**src/rtl/alu_pkg.sv**
```systemverilog
// Shared definitions for the ALU execute stage.
//   opcode_e : 3-bit operation codes issued by the split stage
//   state_e  : execute-stage FSM states
//   ALU_WIDTH: default operand width
package alu_pkg;

    localparam int ALU_WIDTH = 6;

    typedef enum logic [2:0] {
        OP_ADD     = 3'b000,
        OP_SUB     = 3'b001,
        OP_AND     = 3'b010,
        OP_OR      = 3'b011,
        OP_XOR     = 3'b100,
        OP_SHL     = 3'b101,
        OP_MUL     = 3'b110,
        OP_ILLEGAL = 3'b111
    } opcode_e;

    typedef enum logic [1:0] {
        S_IDLE = 2'b00,
        S_CALC = 2'b01,
        S_DONE = 2'b10
    } state_e;

endpackage

```
**src/rtl/alu_mul_seq.sv**
```systemverilog
// Sequential unsigned shift-add multiplier, one partial product per cycle.
//   clock, reset : rising-edge clock, asynchronous active-high reset
//   start        : load pulse; clears the accumulator and counter
//   a, b         : operands, held stable by the caller while busy
//   done         : high during the cycle that adds the last partial product
//   product      : accumulator plus the current partial product; equals a*b
//                  while done is high
module alu_mul_seq
    import alu_pkg::*;
#(
    parameter int WIDTH = ALU_WIDTH
) (
    input  logic                 clock,
    input  logic                 reset,
    input  logic                 start,
    input  logic [WIDTH-1:0]     a,
    input  logic [WIDTH-1:0]     b,
    output logic                 done,
    output logic [2*WIDTH-1:0]   product
);

    localparam int CNT_W = (WIDTH > 1) ? $clog2(WIDTH) : 1;
    localparam logic [CNT_W-1:0] LAST = CNT_W'(WIDTH - 1);

    logic [CNT_W-1:0]   cnt;
    logic               busy;
    logic [2*WIDTH-1:0] acc;
    logic [2*WIDTH-1:0] pp;

    always_comb begin
        pp = '0;
        if (b[cnt]) begin
            pp = {{WIDTH{1'b0}}, a} << cnt;
        end
    end

    // The final partial product is folded in combinationally so the caller
    // can capture the full product on the same edge that ends the iteration.
    assign product = acc + pp;
    assign done    = busy && (cnt == LAST);

    always_ff @(posedge clock or posedge reset) begin
        if (reset) begin
            cnt  <= '0;
            busy <= 1'b0;
        end else if (start) begin
            cnt  <= '0;
            busy <= 1'b1;
        end else if (busy) begin
            if (done) begin
                cnt  <= '0;
                busy <= 1'b0;
            end else begin
                cnt  <= cnt + 1'b1;
            end
        end
    end

    always_ff @(posedge clock or posedge reset) begin
        if (reset) begin
            acc <= '0;
        end else if (start) begin
            acc <= '0;
        end else if (busy) begin
            acc <= product;
        end
    end

endmodule

```
**src/rtl/alu_exec.sv**
```systemverilog
// ALU execute stage: accepts one operation at a time from the split stage and
// presents a registered result with flags until the consumer takes it.
//   clock, reset         : rising-edge clock, asynchronous active-high reset
//   in_valid / in_ready  : operation handshake (control, A, B)
//   control              : opcode (see alu_pkg::opcode_e)
//   A, B                 : WIDTH-bit unsigned operands
//   out_valid / out_ready: result handshake
//   result               : 2*WIDTH-bit result
//   zero, carry, err     : result==0, carry/borrow/high-half, illegal opcode
// Single-cycle ops complete on the accept edge; MUL iterates in CALC.
module alu_exec
    import alu_pkg::*;
#(
    parameter int WIDTH = ALU_WIDTH
) (
    input  logic                 clock,
    input  logic                 reset,
    input  logic                 in_valid,
    output logic                 in_ready,
    input  logic [2:0]           control,
    input  logic [WIDTH-1:0]     A,
    input  logic [WIDTH-1:0]     B,
    output logic                 out_valid,
    input  logic                 out_ready,
    output logic [2*WIDTH-1:0]   result,
    output logic                 zero,
    output logic                 carry,
    output logic                 err
);

    state_e             state, next_state;
    opcode_e            op_r, dec_op;
    logic [WIDTH-1:0]   a_r, b_r;
    logic               armed;
    logic               accept, mul_start, load_out;
    logic               mul_done;
    logic [2*WIDTH-1:0] mul_product;
    logic [2*WIDTH-1:0] ext_a, ext_b;
    logic [2*WIDTH-1:0] nres;
    logic               ncarry, nerr;

    // Holds in_ready low while reset is high and until the first edge after
    // release, so nothing can be accepted on the release edge.
    always_ff @(posedge clock or posedge reset) begin
        if (reset) armed <= 1'b0;
        else       armed <= 1'b1;
    end

    assign in_ready  = (state == S_IDLE) && armed;
    assign out_valid = (state == S_DONE);

    always_ff @(posedge clock or posedge reset) begin
        if (reset) state <= S_IDLE;
        else       state <= next_state;
    end

    always_comb begin
        next_state = state;
        accept     = 1'b0;
        mul_start  = 1'b0;
        load_out   = 1'b0;
        case (state)
            S_IDLE: begin
                if (in_valid && in_ready) begin
                    accept = 1'b1;
                    if (opcode_e'(control) == OP_MUL) begin
                        mul_start  = 1'b1;
                        next_state = S_CALC;
                    end else begin
                        load_out   = 1'b1;
                        next_state = S_DONE;
                    end
                end
            end
            S_CALC: begin
                if (mul_done) begin
                    load_out   = 1'b1;
                    next_state = S_DONE;
                end
            end
            S_DONE: begin
                if (out_ready) next_state = S_IDLE;
            end
            default: next_state = S_IDLE;
        endcase
    end

    always_ff @(posedge clock or posedge reset) begin
        if (reset) begin
            op_r <= OP_ADD;
            a_r  <= '0;
            b_r  <= '0;
        end else if (accept) begin
            op_r <= opcode_e'(control);
            a_r  <= A;
            b_r  <= B;
        end
    end

    alu_mul_seq #(.WIDTH(WIDTH)) u_mul (
        .clock   (clock),
        .reset   (reset),
        .start   (mul_start),
        .a       (a_r),
        .b       (b_r),
        .done    (mul_done),
        .product (mul_product)
    );

    // In IDLE the decode works on the live inputs (single-cycle ops finish on
    // the accept edge); in CALC it works on the registered opcode (MUL).
    assign ext_a  = {{WIDTH{1'b0}}, A};
    assign ext_b  = {{WIDTH{1'b0}}, B};
    assign dec_op = (state == S_IDLE) ? opcode_e'(control) : op_r;

    always_comb begin
        nres   = '0;
        ncarry = 1'b0;
        nerr   = 1'b0;
        case (dec_op)
            OP_ADD: begin
                nres   = ext_a + ext_b;
                ncarry = nres[WIDTH];
            end
            OP_SUB: begin
                nres   = ext_a - ext_b;
                ncarry = (A < B);
            end
            OP_AND: nres = ext_a & ext_b;
            OP_OR:  nres = ext_a | ext_b;
            OP_XOR: nres = ext_a ^ ext_b;
            OP_SHL: nres = ext_a << B[2:0];
            OP_MUL: begin
                nres   = mul_product;
                ncarry = |mul_product[2*WIDTH-1:WIDTH];
            end
            OP_ILLEGAL: nerr = 1'b1;
            default:    nerr = 1'b1;
        endcase
    end

    always_ff @(posedge clock or posedge reset) begin
        if (reset) begin
            result <= '0;
            zero   <= 1'b0;
            carry  <= 1'b0;
            err    <= 1'b0;
        end else if (load_out) begin
            result <= nres;
            zero   <= (nres == '0);
            carry  <= ncarry;
            err    <= nerr;
        end
    end

endmodule

```
**config.mk**
```make
export PLATFORM = sky130hd
export DESIGN_NAME = alu_exec
export DESIGN_NICKNAME = d
export VERILOG_FILES = /design/src/rtl/alu_pkg.sv /design/src/rtl/alu_mul_seq.sv /design/src/rtl/alu_exec.sv
export SDC_FILE = /design/constraint.sdc
export NUM_CORES = 1
export LEC_CHECK = 0
export CAP_MARGIN = 20
export CELL_PAD_IN_SITES_DETAIL_PLACEMENT = 1
export CELL_PAD_IN_SITES_GLOBAL_PLACEMENT = 1
export CORE_MARGIN = 2
export CORE_UTILIZATION = 49
export DETAILED_ROUTE_END_ITERATION = 12
export PLACE_DENSITY_LB_ADDON = 0.1
export SYNTH_ARGS = -nofsm -noshare
export SYNTH_HDL_FRONTEND = slang
export SYNTH_SLANG_ARGS = --single-unit
```
**constraint.sdc**
```tcl
create_clock -name clock -period 8.35 [get_ports clock]
set_input_delay 1.2525 -clock clock [delete_from_list [all_inputs] [get_ports clock]]
set_output_delay 1.2525 -clock clock [all_outputs]
set_load 0.02 [all_outputs]
```
==> impl_results.md, run 1 <==
- Routability cong.: 0.973
- Power Dens Cells: 355 mW/mm^2
- Main flop type after synthesis: dfrtp_1
- Fmax: 0.237 GHz
- Start point of the worst min-delay path: err
- Via count: 3,741
- Flops & latches, synth: 49
- ANT cells: 0
- First-pass DRT Iterations: 4
- Reg clk slew, reported paths: 0.10 ns
- Top Ports: 36
- Setup TNS: 0 ns
- Xor and xnor area share after synthesis: 0.0268
- Resized Gates After CTS: 0
- Post-placement cell count: 596
- Post-Syn Area: 0.00425 sq mm
- Mapped Nets: 534
- Tmin final: 4.22 ns
- Root Buffer Master: clkbuf_8
- GRT Util Overall: 0.270
- Peak VDD IR: 0.273 mV
- Routed Wire Length: 12.5 mm
- Mux cell area share after synthesis: 0.159
- Area grow syn2layout: 12.1%
- Post-synthesis sequential area ratio: 0.288
- Nets: 553
- Mean area per synthesized cell: 8.86 sq um
- Site Rows: 33
- Required @ worst endpoint: 8.61 ns
- Slew margin rel.: 0.425
- Synth warnings: 0
- Routed length per instance: 20.7 um
- Worst-skew pair later-pin latency: 0.31 ns
- RSZ-0062 raised after global routing: false
- Pre-CTS setup slack: 3.90 ns
- Skew final: 0.0105 ns
- CTS tree: yes
- Drt drc: 0
- Final setup vio count: 0
- Reg2Reg Launch Point: u_mul.cnt[0]
- Synth area leader: dfrtp_1
- Global-route wire length before repair: 20.7 mm
- Largest net degree at the start of global routing: 50
- Initial antenna violation count: 0
- Worst Max-Slew Pin Slew: 0.862 ns
- CP endpoint kind: flip-flop
- FFs w/ async S/R, synth: 1.00
- Count leader, synth: dfrtp_1
- Crit-path max FO: 18
- Yosys top cell area share: 0.288
- Final period utilization: 0.505
- Leading post-synthesis cells by cell area: dfrtp_1 29%, ha_1 9.4%, mux2i_1 7.3%
- Post-synthesis adder-cell area fraction: 0.108
- Num CTS Buffers: 5
- Maxcap violations: 0
- Post-Synth Simple-Gate Area: 0.171
- IO buf count: 35
- Gate count of the mapped netlist: 480
- Detail Route Antenna Nets: 0
- Startpoint Class: flip-flop
- Compound-Gate Fraction of Synth Area: 0.191
- Synth unique cells: 76
- LEAKAGE: 2.09 nW
- Pwr Total: 1.69 mW
- Post-CTS Hold Fix Bufs: 0
- Vias in the first global route: 3,990
- Combinational family with the most area after synthesis: compound AO/OA/AOI/OAI gates
- Fin cells: 605
- Min-delay worst type: flip-flop to flip-flop
- Number of flops mapped to enable cells by yosys: 0
- Clk buf depth: 2
- Crit path arrival time: 4.47 ns
- DP HPWL: 9.61 mm
- Initial Util: 0.513
- Hold slack: 0.486 ns
- Core area: 0.00830 sq mm
- Initial DRC count: 133
- CTS sink cnt: 49
- Die H: 97.2 um
- Total gr overflow: 0
- Post-synth top cells: 49 x dfrtp_1, 47 x nor2_1, 38 x nand2_1, 34 x a21oi_1, 32 x ha_1
- Setup ws final: 4.13 ns
- Critical path type: flip-flop to flip-flop
- Die area: 0.00944 sq mm
- Share of cells above drive strength 1: 0.106
- Setup Buffers After CTS: 0
- Final Hold Viols: 0
- Max Slew Vio Count: 0
- Outcome: complete, no violations
- DR vias/cell: 6.18
- H-tree Lvls: 2
- Chip width: 97.2 um
- Worst setup startpoint: u_mul.cnt[0]
[power by group]
group | total [mW] | switching (mW) | internal (mW)
sequential | 0.463 | 0.126 | 0.337
combinational | 1.04 | 0.599 | 0.443
clock | 0.187 | 0.0889 | 0.0976
[sequential cells by signal, indices dropped and copies added (netlist names), 2 cells and up]
name	flops
u_mul.acc	12
result	12
u_mul.cnt	3
b_r	6
a_r	6
state	2
op_r	3
[cells by family (layout without fill, tap and decap cells)]
family | after synthesis | in the layout
AND/OR/NAND/NOR | 146 | 146
AO/OA/AOI/OAI | 120 | 120
multiplexers | 60 | 60
buffers and inverters | 56 | 76
flip-flops | 49 | 49
adder cells (fa/ha/maj) | 35 | 35
XOR/XNOR | 13 | 13
other | 1 | 1
[area by class of cell]
type                            instances  area, sq um
Inverter                               31          116
Timing Repair Buffer                   37          378
Clock inverter                          2         37.5
Sequential cell                        49         1230
Tap cell                              105          131
Multi-Input combinational cell        375         2800
Fill cell                             985         3530
Clock buffer                            6         82.6
[path summary, 6_finish.rpt]
kind | depth (start not counted) | slack (ns) | endpoint
max | 12 | 4.13 | zero
min | 2 | 0.49 | err
max reg2reg | 12 | 4.13 | zero
min reg2reg | 2 | 0.49 | err
max in group asynchronous | 3 | 6.67 | a_r[3]
min in group asynchronous | 2 | 1.16 | op_r[0]
[layer usage]
metal / up-vias / global-route usage / wire length (um)
met2: 72 / 0.472 / 6380
met5: - / 0 / 0
met1: 1889 / 0.351 / 5550
li1: 1766 / - / -
met4: 0 / 0.0748 / 181
met3: 14 / 0.0331 / 386
[metrics by stage]
stage           util  instance area (sq um)
6_report       0.575                   4770
4_1_cts        0.572                   4750
3_5_place_dp   0.558                   4630
2_1_floorplan      -                   4250
5_1_grt        0.575                   4770
3_3_place_gp   0.558                   4630
[placed cells by master (no fill, tap or decap), types with 3 or more instances in the layout]
cell / instances
nand2b_1: 6
a211oi_1: 8
o211ai_1: 5
xor2_1: 5
mux2i_1: 31
mux2_2: 24
nor2b_1: 7
and2_1: 4
and3_1: 3
inv_1: 29
a31oi_1: 6
fa_1: 3
a21oi_1: 34
mux4_2: 3
a21o_1: 4
o21ai_0: 13
ha_1: 32
nor4_1: 3
o21ai_1: 8
nor2_1: 47
clkdlybuf4s50_1: 35
o21bai_1: 4
nor3_1: 6
xnor2_1: 8
nand3_1: 11
nand2_1: 38
o31ai_1: 5
dfrtp_1: 49
nor3b_1: 3
clkbuf_8: 6
[worst max-delay path, cell delays in order (launching register included)]
cell and delay [ns]:
dfrtp_1 0.77, mux4_2 0.60, nand2_1 0.18, o31a_1 0.25, a211oi_1 0.11, ha_1 0.42, a21oi_1 0.17, o21ai_0 0.13
a221o_1 0.38, a21o_1 0.21, xor2_1 0.19, a2111oi_0 0.56, a22o_1 0.20
Note: power is estimated with default switching activity, not from simulation.
==> inputs of run 2 (changes only) <==
- CORE_UTILIZATION: 49 -> 41
- clock period: 8.35 -> 3.7 ns (I/O delays scaled with it)
==> run 2 against run 1 <==
Against the previous run: first-iteration DRC count down 17%; flip-flop and latch count is the same; clock power rose by 73%; sequential power grew 110%; sequential share of layout area is 0.77 points lower; clock skew shrank 0.00095 ns; die area rose by 19%; routed wire length up 3.0%; power up 130%; critical path depth is the same; largest power group unchanged.
==> impl_results.md, run 2 (same netlist as run 1, synthesis figures left out) <==
- Die H: 106 um
- Fin util: 0.483
- Resized Gates After CTS: 0
- Crit path arrival time: 3.76 ns
- Routed Wire Length: 12.9 mm
- First-pass DRT Iterations: 4
- Cells along the critical path: mux4_2 > nand2_2 > o31a_1 > nor2_1 > ha_1 > a21oi_1 > o21ai_0 > a221o_1 > a21o_1 > xor2_1 > a2111oi_1 > a22o_1
- Worst-skew pair later-pin latency: 0.31 ns
- LEAKAGE: 2.16 nW
- Largest net degree at the start of global routing: 50
- Clk buf depth: 2
- Share of cells above drive strength 1: 0.141
- Clock network fraction of design power: 0.083
- DP HPWL: 9.93 mm
- Fill cells: 1,232
- Initial antenna violation count: 0
- Final Hold Viols: 0
- GRT Util Overall: 0.240
- Core area: 0.0102 sq mm
- Fmax: 0.286 GHz
- Gate power share: 0.668
- Crit-path max FO: 5
- Chip width: 106 um
- CP max stage delay: 0.51 ns
- Total gr overflow: 0
- H-tree Lvls: 2
- Min-delay worst type: input pin to async pin
- Fin cells: 653
- Post-CTS Hold Fix Bufs: 0
- Maxcap violations: 0
- Area grow syn2layout: 15.6%
- Num CTS Buffers: 5
- Area of the multi-input gates: 0.00282 sq mm
- Critical path type: flip-flop to flip-flop
- Root Buffer Master: clkbuf_8
- Reg clk slew, reported paths: 0.10 ns
- Slowest cell on crit path: mux4_2
- Setup Buffers After CTS: 0
- Tmin final: 3.50 ns
- Site Rows: 37
- Sw power: 1.89 mW
- Routability cong.: 0.929
- Die area: 0.0112 sq mm
- CTS tree: yes
- Commonest non-fill, non-tap cell in the layout: dfrtp_1
- IO buf count: 35
- Biggest regs: result x12, u_mul.acc x12
- Setup TNS: 0 ns
- Sw frac: 0.487
- Power Dens Cells: 789 mW/mm^2
- Initial Util: 0.418
- Seq pwr share: 0.248
- ANT cells: 0
- DR vias/cell: 5.76
- CP endpoint kind: flip-flop
- Top Ports: 36
- Detail Route Antenna Nets: 0
- Via count: 3,759
- Post-placement cell count: 644
- Nets: 570
- Slew margin rel.: 0.539
- Top delay family on crit path: compound AO/OA/AOI/OAI gates
- Global-route wire length before repair: 21.1 mm
- Required @ worst endpoint: 3.96 ns
- CTS sink cnt: 49
- Peak VDD IR: 0.498 mV
- Skew final: 0.00958 ns
- Max Slew Vio Count: 0
- Vias in the first global route: 3,909
- Startpoint Class: flip-flop
- Routed length per instance: 19.7 um
- Outcome: complete, no violations
- Worst Max-Slew Pin Slew: 0.690 ns
- Final setup vio count: 0
- Drt drc: 0
- Initial DRC count: 111
- Cell Int Power: 1.99 mW
- Sequential cell area: 0.00123 sq mm
- Most frequent cells in the layout: 49 x dfrtp_1, 47 x nor2_1, 37 x nand2_1
- Final period utilization: 0.946
- Hold slack: 0.474 ns
- Reg2Reg Setup Slack: 0.20 ns
- Critical path buffer and inverter count: 0
==> run 2: path summary, 6_finish.rpt <==
path / startpoint / end / cells after the start
setup / recovery: u_mul.cnt[0] / zero / 12
hold / removal: reset / u_mul.busy / 2
setup reg to reg: u_mul.cnt[0] / zero / 12
hold reg to reg: result[9] / result[9] / 2
max in group asynchronous: reset / u_mul.acc[3] / 3
min in group clock: result[9] / result[9] / 2
==> run 2: through the flow <==
stage | setup WS [ns] | area, sq um | power [mW]
after CTS | 0.150 | 4880 | 3.85
final | 0.199 | 4920 | 3.88
after global routing | -0.0286 | 4920 | 4.20
after global placement | 0.176 | 4800 | 3.41
after floorplan | 0.158 | 4250 | 2.66
after detailed placement | 0.164 | 4800 | 3.50
==> run 2: final cells by class <==
class | count | area share
Sequential cell | 49 | 0.249
Inverter | 31 | 0.0237
Tap cell | 136 | 0.0346
Clock inverter | 2 | 0.00204
Multi-Input combinational cell | 375 | 0.573
Timing Repair Buffer | 54 | 0.103
Clock buffer | 6 | 0.0148
==> run 2: worst register-to-register path, stage by stage (launching register included) <==
cell	delay (ns)
dfrtp_1	0.39
mux4_2	0.51
nand2_2	0.14
o31a_1	0.24
nor2_1	0.08
ha_1	0.34
a21oi_1	0.20
o21ai_0	0.15
a221o_1	0.36
a21o_1	0.20
xor2_1	0.19
a2111oi_1	0.46
a22o_1	0.18
==> run 2: power groups by stage <==
stage	combinational, mW	sequential (mW)	clock (mW)
CTS	2.55	0.963	0.340
floorplan	1.68	0.979	0
global route	2.85	0.991	0.354
global placement	2.45	0.958	0
detailed placement	2.53	0.972	0
finish	2.59	0.963	0.324
==> run 2: metal layers <==
metal  global-route usage  routed length, um  vias to the layer above  share of wire
li1                     -                  -                     1794              -
met1                0.328               6160                     1882           0.48
met2                0.396               6050                       62           0.47
met3               0.0303                338                       21          0.026
met4               0.0771                328                        0          0.025
met5                    0                  0                        -              0
